--- config.mk ---
export PLATFORM = sky130hd
export DESIGN_NAME = ram_arbiter2_flat
export DESIGN_NICKNAME = d
export VERILOG_FILES = /design/src/rtl/ram_arbiter2_pkg.sv /design/src/rtl/ram_arbiter2_if.sv /design/src/rtl/ram_arbiter2_rr.sv /design/src/rtl/ram_arbiter2.sv /design/src/flat_wrapper.sv
export SDC_FILE = /design/constraint.sdc
export NUM_CORES = 1
export LEC_CHECK = 0
export BUFFER_PORTS_ARGS = -buffer_cell sky130_fd_sc_hd__buf_2
export CAP_MARGIN = 0
export CORE_UTILIZATION = 40
export CTS_CLUSTER_SIZE = 24
export DETAILED_ROUTE_END_ITERATION = 6
export HOLD_SLACK_MARGIN = 0.02
export MAX_ROUTING_LAYER = met4
export PLACE_DENSITY_LB_ADDON = 0.05
export SYNTH_ARGS = -nofsm -noshare
export SYNTH_HDL_FRONTEND = slang
export SYNTH_SLANG_ARGS = --single-unit
--- constraint.sdc ---
create_clock -name clk -period 1.4 [get_ports clk]
set_clock_uncertainty 0.1 [all_clocks]
set_input_delay 0 -clock clk [delete_from_list [all_inputs] [get_ports clk]]
set_output_delay 0 -clock clk [all_outputs]
set_load 0.01 [all_outputs]
--- src/rtl/ram_arbiter2_pkg.sv ---
// Shared defaults, requester ids and the read-tag type for the two-port RAM arbiter.
package ram_arb_pkg;

   localparam int DEF_AW      = 4;
   localparam int DEF_DW      = 4;
   localparam int DEF_RAM_LAT = 1;

   localparam logic REQ_HOST   = 1'b0;
   localparam logic REQ_ENGINE = 1'b1;

   typedef struct packed {
      logic valid;
      logic id;
   } rd_tag_t;

endpackage

--- src/rtl/ram_arbiter2_if.sv ---
// Bus bundle joining the host, the pattern/scrub engine, the arbiter and the RAM port.
// Lock lines exist only when ARB_LOCK_EN is defined.
interface ram_arbiter2_if
   import ram_arb_pkg::*;
#(
   parameter int AW = DEF_AW,
   parameter int DW = DEF_DW
) ();

   logic          r0_req, r0_we, r0_gnt, r0_rvalid;
   logic [AW-1:0] r0_addr;
   logic [DW-1:0] r0_wdata, r0_rdata;
   logic          r1_req, r1_we, r1_gnt, r1_rvalid;
   logic [AW-1:0] r1_addr;
   logic [DW-1:0] r1_wdata, r1_rdata;
   logic          ram_we;
   logic [AW-1:0] ram_add;
   logic [DW-1:0] ram_data_in, ram_data_out;
`ifdef ARB_LOCK_EN
   logic          r0_lock, r1_lock;
`endif

   // Requesters plus the RAM macro side.
   modport master (
`ifdef ARB_LOCK_EN
      output r0_lock, r1_lock,
`endif
      output r0_req, r0_we, r0_addr, r0_wdata,
      output r1_req, r1_we, r1_addr, r1_wdata,
      input  r0_gnt, r0_rvalid, r0_rdata,
      input  r1_gnt, r1_rvalid, r1_rdata,
      input  ram_we, ram_add, ram_data_in,
      output ram_data_out
   );

   modport slave (
`ifdef ARB_LOCK_EN
      input  r0_lock, r1_lock,
`endif
      input  r0_req, r0_we, r0_addr, r0_wdata,
      input  r1_req, r1_we, r1_addr, r1_wdata,
      output r0_gnt, r0_rvalid, r0_rdata,
      output r1_gnt, r1_rvalid, r1_rdata,
      output ram_we, ram_add, ram_data_in,
      input  ram_data_out
   );

endinterface

--- src/rtl/ram_arbiter2_rr.sv ---
// Two-way round-robin grant logic with the priority pointer (module rr_arbiter2).
// With ARB_LOCK_EN a granted requester holding lock keeps ownership.
module rr_arbiter2
   import ram_arb_pkg::*;
(
   input  logic       clk,
   input  logic       rst_n,
   input  logic [1:0] req_i,
`ifdef ARB_LOCK_EN
   input  logic [1:0] lock_i,
`endif
   output logic [1:0] gnt_o,
   output logic       winner_o
);

   logic prio_q, prio_d;
   logic anyGnt;
`ifdef ARB_LOCK_EN
   logic lockAct_q, lockAct_d, lockOwner_q, lockOwner_d;
`endif

   always_comb begin
      winner_o = prio_q;
      anyGnt   = 1'b0;
      gnt_o    = 2'b00;
      prio_d   = prio_q;
      if (req_i[0] && req_i[1]) begin
         winner_o = prio_q;
         anyGnt   = 1'b1;
      end else if (req_i[0]) begin
         winner_o = REQ_HOST;
         anyGnt   = 1'b1;
      end else if (req_i[1]) begin
         winner_o = REQ_ENGINE;
         anyGnt   = 1'b1;
      end
`ifdef ARB_LOCK_EN
      lockAct_d   = 1'b0;
      lockOwner_d = lockOwner_q;
      if (lockAct_q && req_i[lockOwner_q] && lock_i[lockOwner_q]) begin
         winner_o = lockOwner_q;
         anyGnt   = 1'b1;
      end
      if (anyGnt && lock_i[winner_o]) begin
         lockAct_d   = 1'b1;
         lockOwner_d = winner_o;
      end
`endif
      // Pointer always names the loser, so a lock holder leaves it parked on the other side.
      if (anyGnt) begin
         gnt_o[winner_o] = 1'b1;
         prio_d          = ~winner_o;
      end
   end

   always_ff @(posedge clk or negedge rst_n) begin
      if (!rst_n) begin
         prio_q      <= REQ_HOST;
`ifdef ARB_LOCK_EN
         lockAct_q   <= 1'b0;
         lockOwner_q <= REQ_HOST;
`endif
      end else begin
         prio_q      <= prio_d;
`ifdef ARB_LOCK_EN
         lockAct_q   <= lockAct_d;
         lockOwner_q <= lockOwner_d;
`endif
      end
   end

endmodule

--- src/rtl/ram_arbiter2.sv ---
// Two-port arbiter/sequencer for the shared 16x4 synchronous-read RAM.
// Optional macro ARB_LOCK_EN adds locked ownership via r0_lock/r1_lock.
module ram_arbiter2
   import ram_arb_pkg::*;
#(
   parameter int AW      = DEF_AW,
   parameter int DW      = DEF_DW,
   parameter int RAM_LAT = DEF_RAM_LAT
) (
   input  logic           clk,
   input  logic           rst_n,
   ram_arbiter2_if.slave  bus
);

   logic [1:0]    gnt;
   logic          winner, anyGnt;
   logic          selWe;
   logic [AW-1:0] selAddr;
   logic [DW-1:0] selWdata;

   logic          ram_we_q, ram_we_d;
   logic [AW-1:0] ram_add_q, ram_add_d;
   logic [DW-1:0] ram_data_in_q, ram_data_in_d;
   logic [DW-1:0] rdata0_q, rdata0_d, rdata1_q, rdata1_d;
   rd_tag_t       tag_d;
   rd_tag_t       tag_q [0:RAM_LAT];

   rr_arbiter2 u_arb (
      .clk      (clk),
      .rst_n    (rst_n),
      .req_i    ({bus.r1_req, bus.r0_req}),
`ifdef ARB_LOCK_EN
      .lock_i   ({bus.r1_lock, bus.r0_lock}),
`endif
      .gnt_o    (gnt),
      .winner_o (winner)
   );

   assign anyGnt   = |gnt;
   assign selWe    = winner ? bus.r1_we    : bus.r0_we;
   assign selAddr  = winner ? bus.r1_addr  : bus.r0_addr;
   assign selWdata = winner ? bus.r1_wdata : bus.r0_wdata;

   always_comb begin
      ram_we_d      = 1'b0;
      ram_add_d     = ram_add_q;
      ram_data_in_d = ram_data_in_q;
      tag_d         = '0;
      if (anyGnt) begin
         ram_we_d      = selWe;
         ram_add_d     = selAddr;
         ram_data_in_d = selWdata;
         tag_d.valid   = ~selWe;
         tag_d.id      = winner;
      end
   end

   // Capture read data one stage before the tag reaches the end, so rvalid and rdata line up.
   always_comb begin
      rdata0_d = rdata0_q;
      rdata1_d = rdata1_q;
      if (tag_q[RAM_LAT-1].valid) begin
         if (tag_q[RAM_LAT-1].id == REQ_HOST) rdata0_d = bus.ram_data_out;
         else                                 rdata1_d = bus.ram_data_out;
      end
   end

   always_ff @(posedge clk or negedge rst_n) begin
      if (!rst_n) begin
         ram_we_q      <= 1'b0;
         ram_add_q     <= '0;
         ram_data_in_q <= '0;
         rdata0_q      <= '0;
         rdata1_q      <= '0;
         for (int i = 0; i <= RAM_LAT; i++) tag_q[i] <= '0;
      end else begin
         ram_we_q      <= ram_we_d;
         ram_add_q     <= ram_add_d;
         ram_data_in_q <= ram_data_in_d;
         rdata0_q      <= rdata0_d;
         rdata1_q      <= rdata1_d;
         tag_q[0]      <= tag_d;
         for (int i = 1; i <= RAM_LAT; i++) tag_q[i] <= tag_q[i-1];
      end
   end

   assign bus.r0_gnt      = gnt[0];
   assign bus.r1_gnt      = gnt[1];
   assign bus.ram_we      = ram_we_q;
   assign bus.ram_add     = ram_add_q;
   assign bus.ram_data_in = ram_data_in_q;
   assign bus.r0_rdata    = rdata0_q;
   assign bus.r1_rdata    = rdata1_q;
   assign bus.r0_rvalid   = tag_q[RAM_LAT].valid && (tag_q[RAM_LAT].id == REQ_HOST);
   assign bus.r1_rvalid   = tag_q[RAM_LAT].valid && (tag_q[RAM_LAT].id == REQ_ENGINE);

endmodule

--- src/flat_wrapper.sv ---
// flat-port wrapper written by rule: the top's interface ports become plain ports
module ram_arbiter2_flat import ram_arb_pkg::*;
#(
   parameter int AW      = DEF_AW,
   parameter int DW      = DEF_DW,
   parameter int RAM_LAT = DEF_RAM_LAT
)
  (clk, rst_n, bus_r0_req, bus_r0_we, bus_r0_addr, bus_r0_wdata, bus_r1_req, bus_r1_we, bus_r1_addr, bus_r1_wdata, bus_r0_gnt, bus_r0_rvalid, bus_r0_rdata, bus_r1_gnt, bus_r1_rvalid, bus_r1_rdata, bus_ram_we, bus_ram_add, bus_ram_data_in, bus_ram_data_out);
  ram_arbiter2_if #(.AW(AW), .DW(DW)) bus_i ();
  input  logic clk;
  input  logic rst_n;
  input wire logic [$bits(bus_i.r0_req)-1:0] bus_r0_req;
  input wire logic [$bits(bus_i.r0_we)-1:0] bus_r0_we;
  input wire logic [$bits(bus_i.r0_addr)-1:0] bus_r0_addr;
  input wire logic [$bits(bus_i.r0_wdata)-1:0] bus_r0_wdata;
  input wire logic [$bits(bus_i.r1_req)-1:0] bus_r1_req;
  input wire logic [$bits(bus_i.r1_we)-1:0] bus_r1_we;
  input wire logic [$bits(bus_i.r1_addr)-1:0] bus_r1_addr;
  input wire logic [$bits(bus_i.r1_wdata)-1:0] bus_r1_wdata;
  output wire logic [$bits(bus_i.r0_gnt)-1:0] bus_r0_gnt;
  output wire logic [$bits(bus_i.r0_rvalid)-1:0] bus_r0_rvalid;
  output wire logic [$bits(bus_i.r0_rdata)-1:0] bus_r0_rdata;
  output wire logic [$bits(bus_i.r1_gnt)-1:0] bus_r1_gnt;
  output wire logic [$bits(bus_i.r1_rvalid)-1:0] bus_r1_rvalid;
  output wire logic [$bits(bus_i.r1_rdata)-1:0] bus_r1_rdata;
  output wire logic [$bits(bus_i.ram_we)-1:0] bus_ram_we;
  output wire logic [$bits(bus_i.ram_add)-1:0] bus_ram_add;
  output wire logic [$bits(bus_i.ram_data_in)-1:0] bus_ram_data_in;
  input wire logic [$bits(bus_i.ram_data_out)-1:0] bus_ram_data_out;
  assign bus_i.r0_req = bus_r0_req;
  assign bus_i.r0_we = bus_r0_we;
  assign bus_i.r0_addr = bus_r0_addr;
  assign bus_i.r0_wdata = bus_r0_wdata;
  assign bus_i.r1_req = bus_r1_req;
  assign bus_i.r1_we = bus_r1_we;
  assign bus_i.r1_addr = bus_r1_addr;
  assign bus_i.r1_wdata = bus_r1_wdata;
  assign bus_r0_gnt = bus_i.r0_gnt;
  assign bus_r0_rvalid = bus_i.r0_rvalid;
  assign bus_r0_rdata = bus_i.r0_rdata;
  assign bus_r1_gnt = bus_i.r1_gnt;
  assign bus_r1_rvalid = bus_i.r1_rvalid;
  assign bus_r1_rdata = bus_i.r1_rdata;
  assign bus_ram_we = bus_i.ram_we;
  assign bus_ram_add = bus_i.ram_add;
  assign bus_ram_data_in = bus_i.ram_data_in;
  assign bus_i.ram_data_out = bus_ram_data_out;
  ram_arbiter2 #(.AW(AW), .DW(DW), .RAM_LAT(RAM_LAT)) u_core (.clk(clk), .rst_n(rst_n), .bus(bus_i));
endmodule
==> metrics.txt, run 1 <==
crit path max fanout 5; Initial DRC Count 7; GRT overflow 0; GPL Wtd Cong 0.665; net switching share of the total power 0.274; Layout Area Growth over Synthesis 58.1%; period utilisation layout 0.943; fin crit period 1320 ps; Max Root-Sink Buffers 2; Psw 419 uW; Cells after DPL 139; H-tree Lvls 1; #FFs+latches synth 22; setup TNS 0 ps; CTS Buf Count 3; Reg power frac 0.519; DR DRC count 0; Pint 1.11 mW; total wire length 2150 um; Vias/cell 4.84; Die Y 50.3 um; Worst Setup End Kind output pin; Critical Path Source Type register; std cell rows 17; first-pass GRT wire length 3660 um; non-filler cells in the finished layout 169; Pleak 0.718 nW; CP arrival 1220 ps; Die X 50.3 um; Cells after Synth 67; outcome finished, final reports clean; CTS sink cnt 22; power density over the cells 1040 nW/um2; combinational power share 0.305; Top delay family on crit path flip-flops; Starting Density 0.421; CP max stage delay 410 ps; Bufs and invs on worst path 2; Worst Tran Pin Value 472 ps; WL/cell 12.7 um; Seq/Total Area, Yosys 0.591; RSZ-0062 raised after global routing false; DRT antenna net count 0; die area 2530 um2; maximum VDD drop 534 uV; # setup viols final 0; Syn. warnings 0; Clock transition at path regs 110 ps; CP Class reg -> out; dpl cell area 1180 um2; antenna violations before repair 0; share of layout cells above drive strength 1 0.539; CTS tree yes; Finished Cell Area 1470 um2; Max-Cap Viols 0; Syn Std Cell Area 932 um2; Fin. Hold Viols 0; number of global-route vias before repair 849; First-pass DRT Iterations 3; final design utilization 0.666; Buffers on Ports 46; critical path depth 4; GRT Total Usage 0.201; critical path cell sequence nand2b_2 > nand2_4 > inv_1 > buf_2; Post-Syn Nets 93; Critical-path top delay cell dfrtp_1; largest net degree at the start of global routing 23; Critical Path RT 1300 ps; Hold Path Class in -> async; Reg2Reg Depth 3; via count 818; # IOs 47; Yosys cell types 20; hpwl dp 1360 um; Clock Tree Root clkbuf_4; maximum clock frequency 758 MHz; core box area 2210 um2; Clk pwr share 0.176; antenna fix cells 0; worst skew pair latency 290 ps; Slew Limit Fails 0; Avg Inst Size Synth 13.9 um2; final net count 169; Max-slew headroom 0.686
[sequential cells by signal, indices dropped and copies added (netlist names)]
name,cells
u_core.bus.ram_data_in,4
u_core.u_arb.prio_q,1
u_core.bus.r0_rdata,4
u_core.bus.ram_add,4
u_core.bus.ram_we,1
u_core.tag_q,4
u_core.bus.r1_rdata,4
[timing repair]
item | in CTS | in global routing
pin swaps | 1 | 1
hold buffers | 24 | 0
resized for setup | 1 | 2
endpoints found under the hold margin | 41 | 0
endpoints found under the setup margin | 1 | 2
setup buffers | 0 | 3
[worst register-to-register path, cell delays in order (launching register included)]
cell      delay [ps]
dfrtp_1          410
nand2b_2         230
buf_4            170
o221a_2          260
[cells in the final DEF, fill, tap and decap left out, types with 3 or more instances in the layout]
cell	n
dfrtp_1	22
buf_4	4
buf_2	45
a211o_1	3
dlygate4sd3_1	24
o221a_2	8
inv_1	3
or3_1	4
mux2_2	8
clkbuf_4	4
[worst paths after layout]
| check | from | to | slack [ps] |
|---|---|---|---|
| worst min register to register | u_core.tag_q[2]$_DFF_PN0_ | u_core.tag_q[0]$_DFF_PN0_ | 300 |
| worst min-delay path | rst_n | u_core.bus.r0_rdata[3]$_DFFE_PN0P_ | 80 |
| worst max register to register | u_core.u_arb.prio_q$_DFFE_PN0N_ | u_core.bus.ram_add[0]$_DFFE_PN0N_ | 140 |
| min in group clk | bus_r0_req | u_core.tag_q[3]$_DFF_PN0_ | 80 |
| max in group asynchronous | rst_n | u_core.bus.ram_data_in[1]$_DFFE_PN0N_ | 800 |
| worst max-delay path | u_core.u_arb.prio_q$_DFFE_PN0N_ | bus_r1_gnt | 80 |
[metrics by stage]
step	power (mW)	hold slack (ps)	setup slack [ps]
CTS	1.54	64.5	5.46
global placement	1.20	-108	187
floorplan	1.03	-396	230
finish	1.53	78.1	80.0
detailed placement	1.21	-112	155
global route	1.63	83.3	1.59
[cells in the mapped netlist]
cell type | instances | share of area
inv_1 | 3 | 0.012
nand2_2 | 2 | 0.013
or3_1 | 4 | 0.027
buf_6 | 1 | 0.012
buf_4 | 2 | 0.016
and2_1 | 1 | 0.0067
a211o_1 | 3 | 0.028
nor2b_2 | 1 | 0.0094
o22ai_1 | 1 | 0.0067
and2b_1 | 1 | 0.0081
dfrtp_1 | 22 | 0.59
a211o_2 | 1 | 0.011
nand2_1 | 2 | 0.0081
o21ai_0 | 1 | 0.0054
nand2b_1 | 1 | 0.0067
and2b_4 | 2 | 0.021
mux2_2 | 8 | 0.097
o221a_2 | 8 | 0.097
a32o_1 | 1 | 0.011
nor2b_1 | 2 | 0.013
[routing by layer]
layer  up-vias  GRT usage  part of all wire
met5         -          -                 0
met4         0     0.0857             0.014
met3         4     0.0273             0.039
met2        28      0.351              0.55
met1       389      0.229              0.40
li1        397          -                 -
[cell families after synthesis]
| logic type | synth area share |
|---|---|
| AO/OA/AOI/OAI | 0.158 |
| buffers and inverters | 0.0403 |
| flip-flops | 0.591 |
| multiplexers | 0.0966 |
| AND/OR/NAND/NOR | 0.114 |
[power by group through the flow]
| stage | clock network [mW] | logic, mW | registers (mW) |
|---|---|---|---|
| 6_report | 0.269 | 0.467 | 0.795 |
| 5_1_grt | 0.307 | 0.510 | 0.811 |
| 4_1_cts | 0.283 | 0.456 | 0.796 |
| 3_5_place_dp | 0 | 0.404 | 0.809 |
| 3_3_place_gp | 0 | 0.394 | 0.803 |
| 2_1_floorplan | 0 | 0.177 | 0.854 |
[final cells by class]
type / count / area, um2
inverter: 3 / 11.3
fill: 191 / 738
multi-input combinational: 39 / 352
timing repair buffer: 74 / 503
clock buffer: 3 / 22.5
sequential: 22 / 551
tap: 28 / 35.0
(Power assumes the default switching activity.)
==> run 2: changes to the inputs <==
Settings changed: CAP_MARGIN 0 to 30, CORE_UTILIZATION 40 to 47.
Clock period 1.4 ns to 1.7 ns, I/O delays scaled along.
==> run 2 against run 1 <==
Against the previous run:
- total power is 15% lower
- final area is 2.0% lower
- die area is 14% lower
- cell count fell by 3.6%
- register-to-register slack improved by 220 ps
- largest cell class unchanged
- via count shrank 0.73%
- first-iteration DRC count up 43%
- count of clock-buffer cells in the layout up 1
- hold slack worse by 7.2 ps
- clock power grew 4%
- critical path depth did not move
- combinational power down 21%
==> metrics.txt, run 2 (synthesis gave the netlist of run 1 again) <==
Die Y 46.5 um (-7.4%); Critical-path top delay cell dfrtp_1; Buffers on Ports 46 (unchanged); Slew Limit Fails 0 (unchanged); Die X 46.5 um (-7.4%); Pleak 0.703 nW (-2.1%); CP arrival 1470 ps (+250 ps); share of layout cells above drive strength 1 0.522 (-0.0173); Max-Cap Viols 0 (unchanged); Starting Density 0.523 (+0.101); Psw 354 uW (-15%); Max Root-Sink Buffers 2 (unchanged); DR DRC count 0 (unchanged); GRT met2 Usage 0.417 (+0.0656); outcome finished, final reports clean; Critical Path Source Type register; CP Class reg -> out; GR Util met3 0.0353 (+0.00802); fin crit period 1570 ps; GRT overflow 0 (unchanged); Vias/cell 4.98 (+2.9%); Layout Area Growth over Synthesis 54.9%; CTS Buf Count 3 (unchanged); Hold Path Class in -> async; Clk pwr share 0.214 (+0.038); CP max stage delay 410 ps (about the same); CTS tree yes; net switching share of the total power 0.271 (-0.00241); Critical Path RT 1600 ps (+300 ps); Tot Pwr 1.31 mW (-15%); # IOs 47 (unchanged); Fin. Hold Viols 0 (unchanged); maximum clock frequency 638 MHz; combinational power share 0.284 (-0.021); H-tree Lvls 1 (unchanged); die area 2170 um2 (-14%); via count 812 (-0.73%); Clock Tree Root clkbuf_4; total wire length 2200 um (+2.1%); GRT busiest layer met2; number of global-route vias before repair 769 (-9.4%); core box area 1780 um2 (-19%); largest net degree at the start of global routing 23 (unchanged); commonest non-fill, non-tap cell in the layout buf_2; critical path cell sequence nand2b_1 > nand2_2 > inv_1 > buf_2; Post-CTS Setup Bufs 0 (unchanged); RSZ-0062 raised after global routing false; DRT antenna net count 0 (unchanged); Initial DRC Count 10 (+3); std cell rows 15 (-2); Bufs and invs on worst path 2 (unchanged); antenna violations before repair 0 (unchanged); Top delay family on crit path simple AND/OR/NAND/NOR gates; Pint 951 uW (-14%); final net count 165 (-2.4%); GPL Wtd Cong 0.724 (+8.9%); Post-CTS Resized 0 (-1); CTS sink cnt 22 (unchanged); Worst Tran Pin Value 461 ps (-10.6 ps); Worst Setup End Kind output pin; crit path max fanout 10 (+5); Reg power frac 0.502 (-0.017); WL/cell 13.5 um (+5.8%); setup TNS 0 ps (unchanged); First-pass DRT Iterations 4 (+1); # setup viols final 0 (unchanged); Max-slew headroom 0.693 (+0.00704); power density over the cells 904 nW/um2 (-13%); GRT Total Usage 0.237 (+0.0361); maximum VDD drop 497 uV (-7.0%); worst skew pair latency 300 ps (about the same); GR Util met1 0.278 (+0.0492); most frequent cells in the layout buf_2, dlygate4sd3_1, dfrtp_1; antenna fix cells 0 (unchanged); Clock transition at path regs 120 ps (about the same); first-pass GRT wire length 3450 um (-5.7%); period utilisation layout 0.922
==> run 2: changes by cell type in the layout (fill, tap and decap cells not counted), sizes merged <==
| cell | before | now |
|---|---|---|
| buf | 49 | 46 |
==> run 2: worst paths after layout <==
path | start | end | slack, ps | depth (start not counted)
worst max-delay path | u_core.u_arb.prio_q$_DFFE_PN0N_ | bus_r1_gnt | 130 | 4
worst min-delay path | rst_n | u_core.tag_q[3]$_DFF_PN0_ | 70 | 2
worst max register to register | u_core.u_arb.prio_q$_DFFE_PN0N_ | u_core.bus.ram_add[2]$_DFFE_PN0N_ | 360 | 3
worst min register to register | u_core.tag_q[2]$_DFF_PN0_ | u_core.tag_q[0]$_DFF_PN0_ | 310 | 0
max in group asynchronous | rst_n | u_core.bus.r1_rdata[0]$_DFFE_PN0P_ | 1110 | 2
min in group clk | bus_r0_req | u_core.tag_q[3]$_DFF_PN0_ | 70 | 3
==> run 2: metal layers <==
layer | share of wire | vias to the layer above
met4 | 0.0086 | 0
met3 | 0.033 | 2
met2 | 0.55 | 33
met5 | 0 | -
met1 | 0.41 | 387
li1 | - | 390
==> run 2: what timing repair did <==
action	4_1_cts	5_1_grt
endpoints found under the setup margin	0	0
endpoints found under the hold margin	41	0
hold buffers	24	0
==> run 2: cell type report <==
class / instances / area [um2]
clock buffer: 4 / 36.3
sequential: 22 / 551
timing repair buffer: 70 / 470
multi-input combinational: 39 / 344
tap: 25 / 31.3
fill: 124 / 339
inverter: 3 / 11.3
==> run 2: power groups by stage <==
stage          registers [mW]  clock network [mW]  logic [mW]
4_1_cts                 0.654               0.285       0.370
3_3_place_gp            0.660                   0       0.320
5_1_grt                 0.665               0.307       0.410
6_report                0.655               0.279       0.371
2_1_floorplan           0.704                   0       0.145
3_5_place_dp            0.664                   0       0.328
==> run 2: worst reg2reg max path, delay by kind of cell (launching register included) <==
family | cells | cell delay [ps]
compound gates | 1 | 290
flops | 1 | 380
simple gates | 2 | 470
==> run 2: stage by stage <==
stage               setup slack, ps  cell area, um2  hold slack, ps  std cells  utilization
finish                          132            1440            70.9        163        0.810
global route                   25.0            1440            90.1        163        0.810
CTS                             155            1440            62.4        163        0.810
detailed placement              368            1170            -115        135        0.655
global placement                404            1170            -123        135        0.655
floorplan                       530             932            -396         67            -
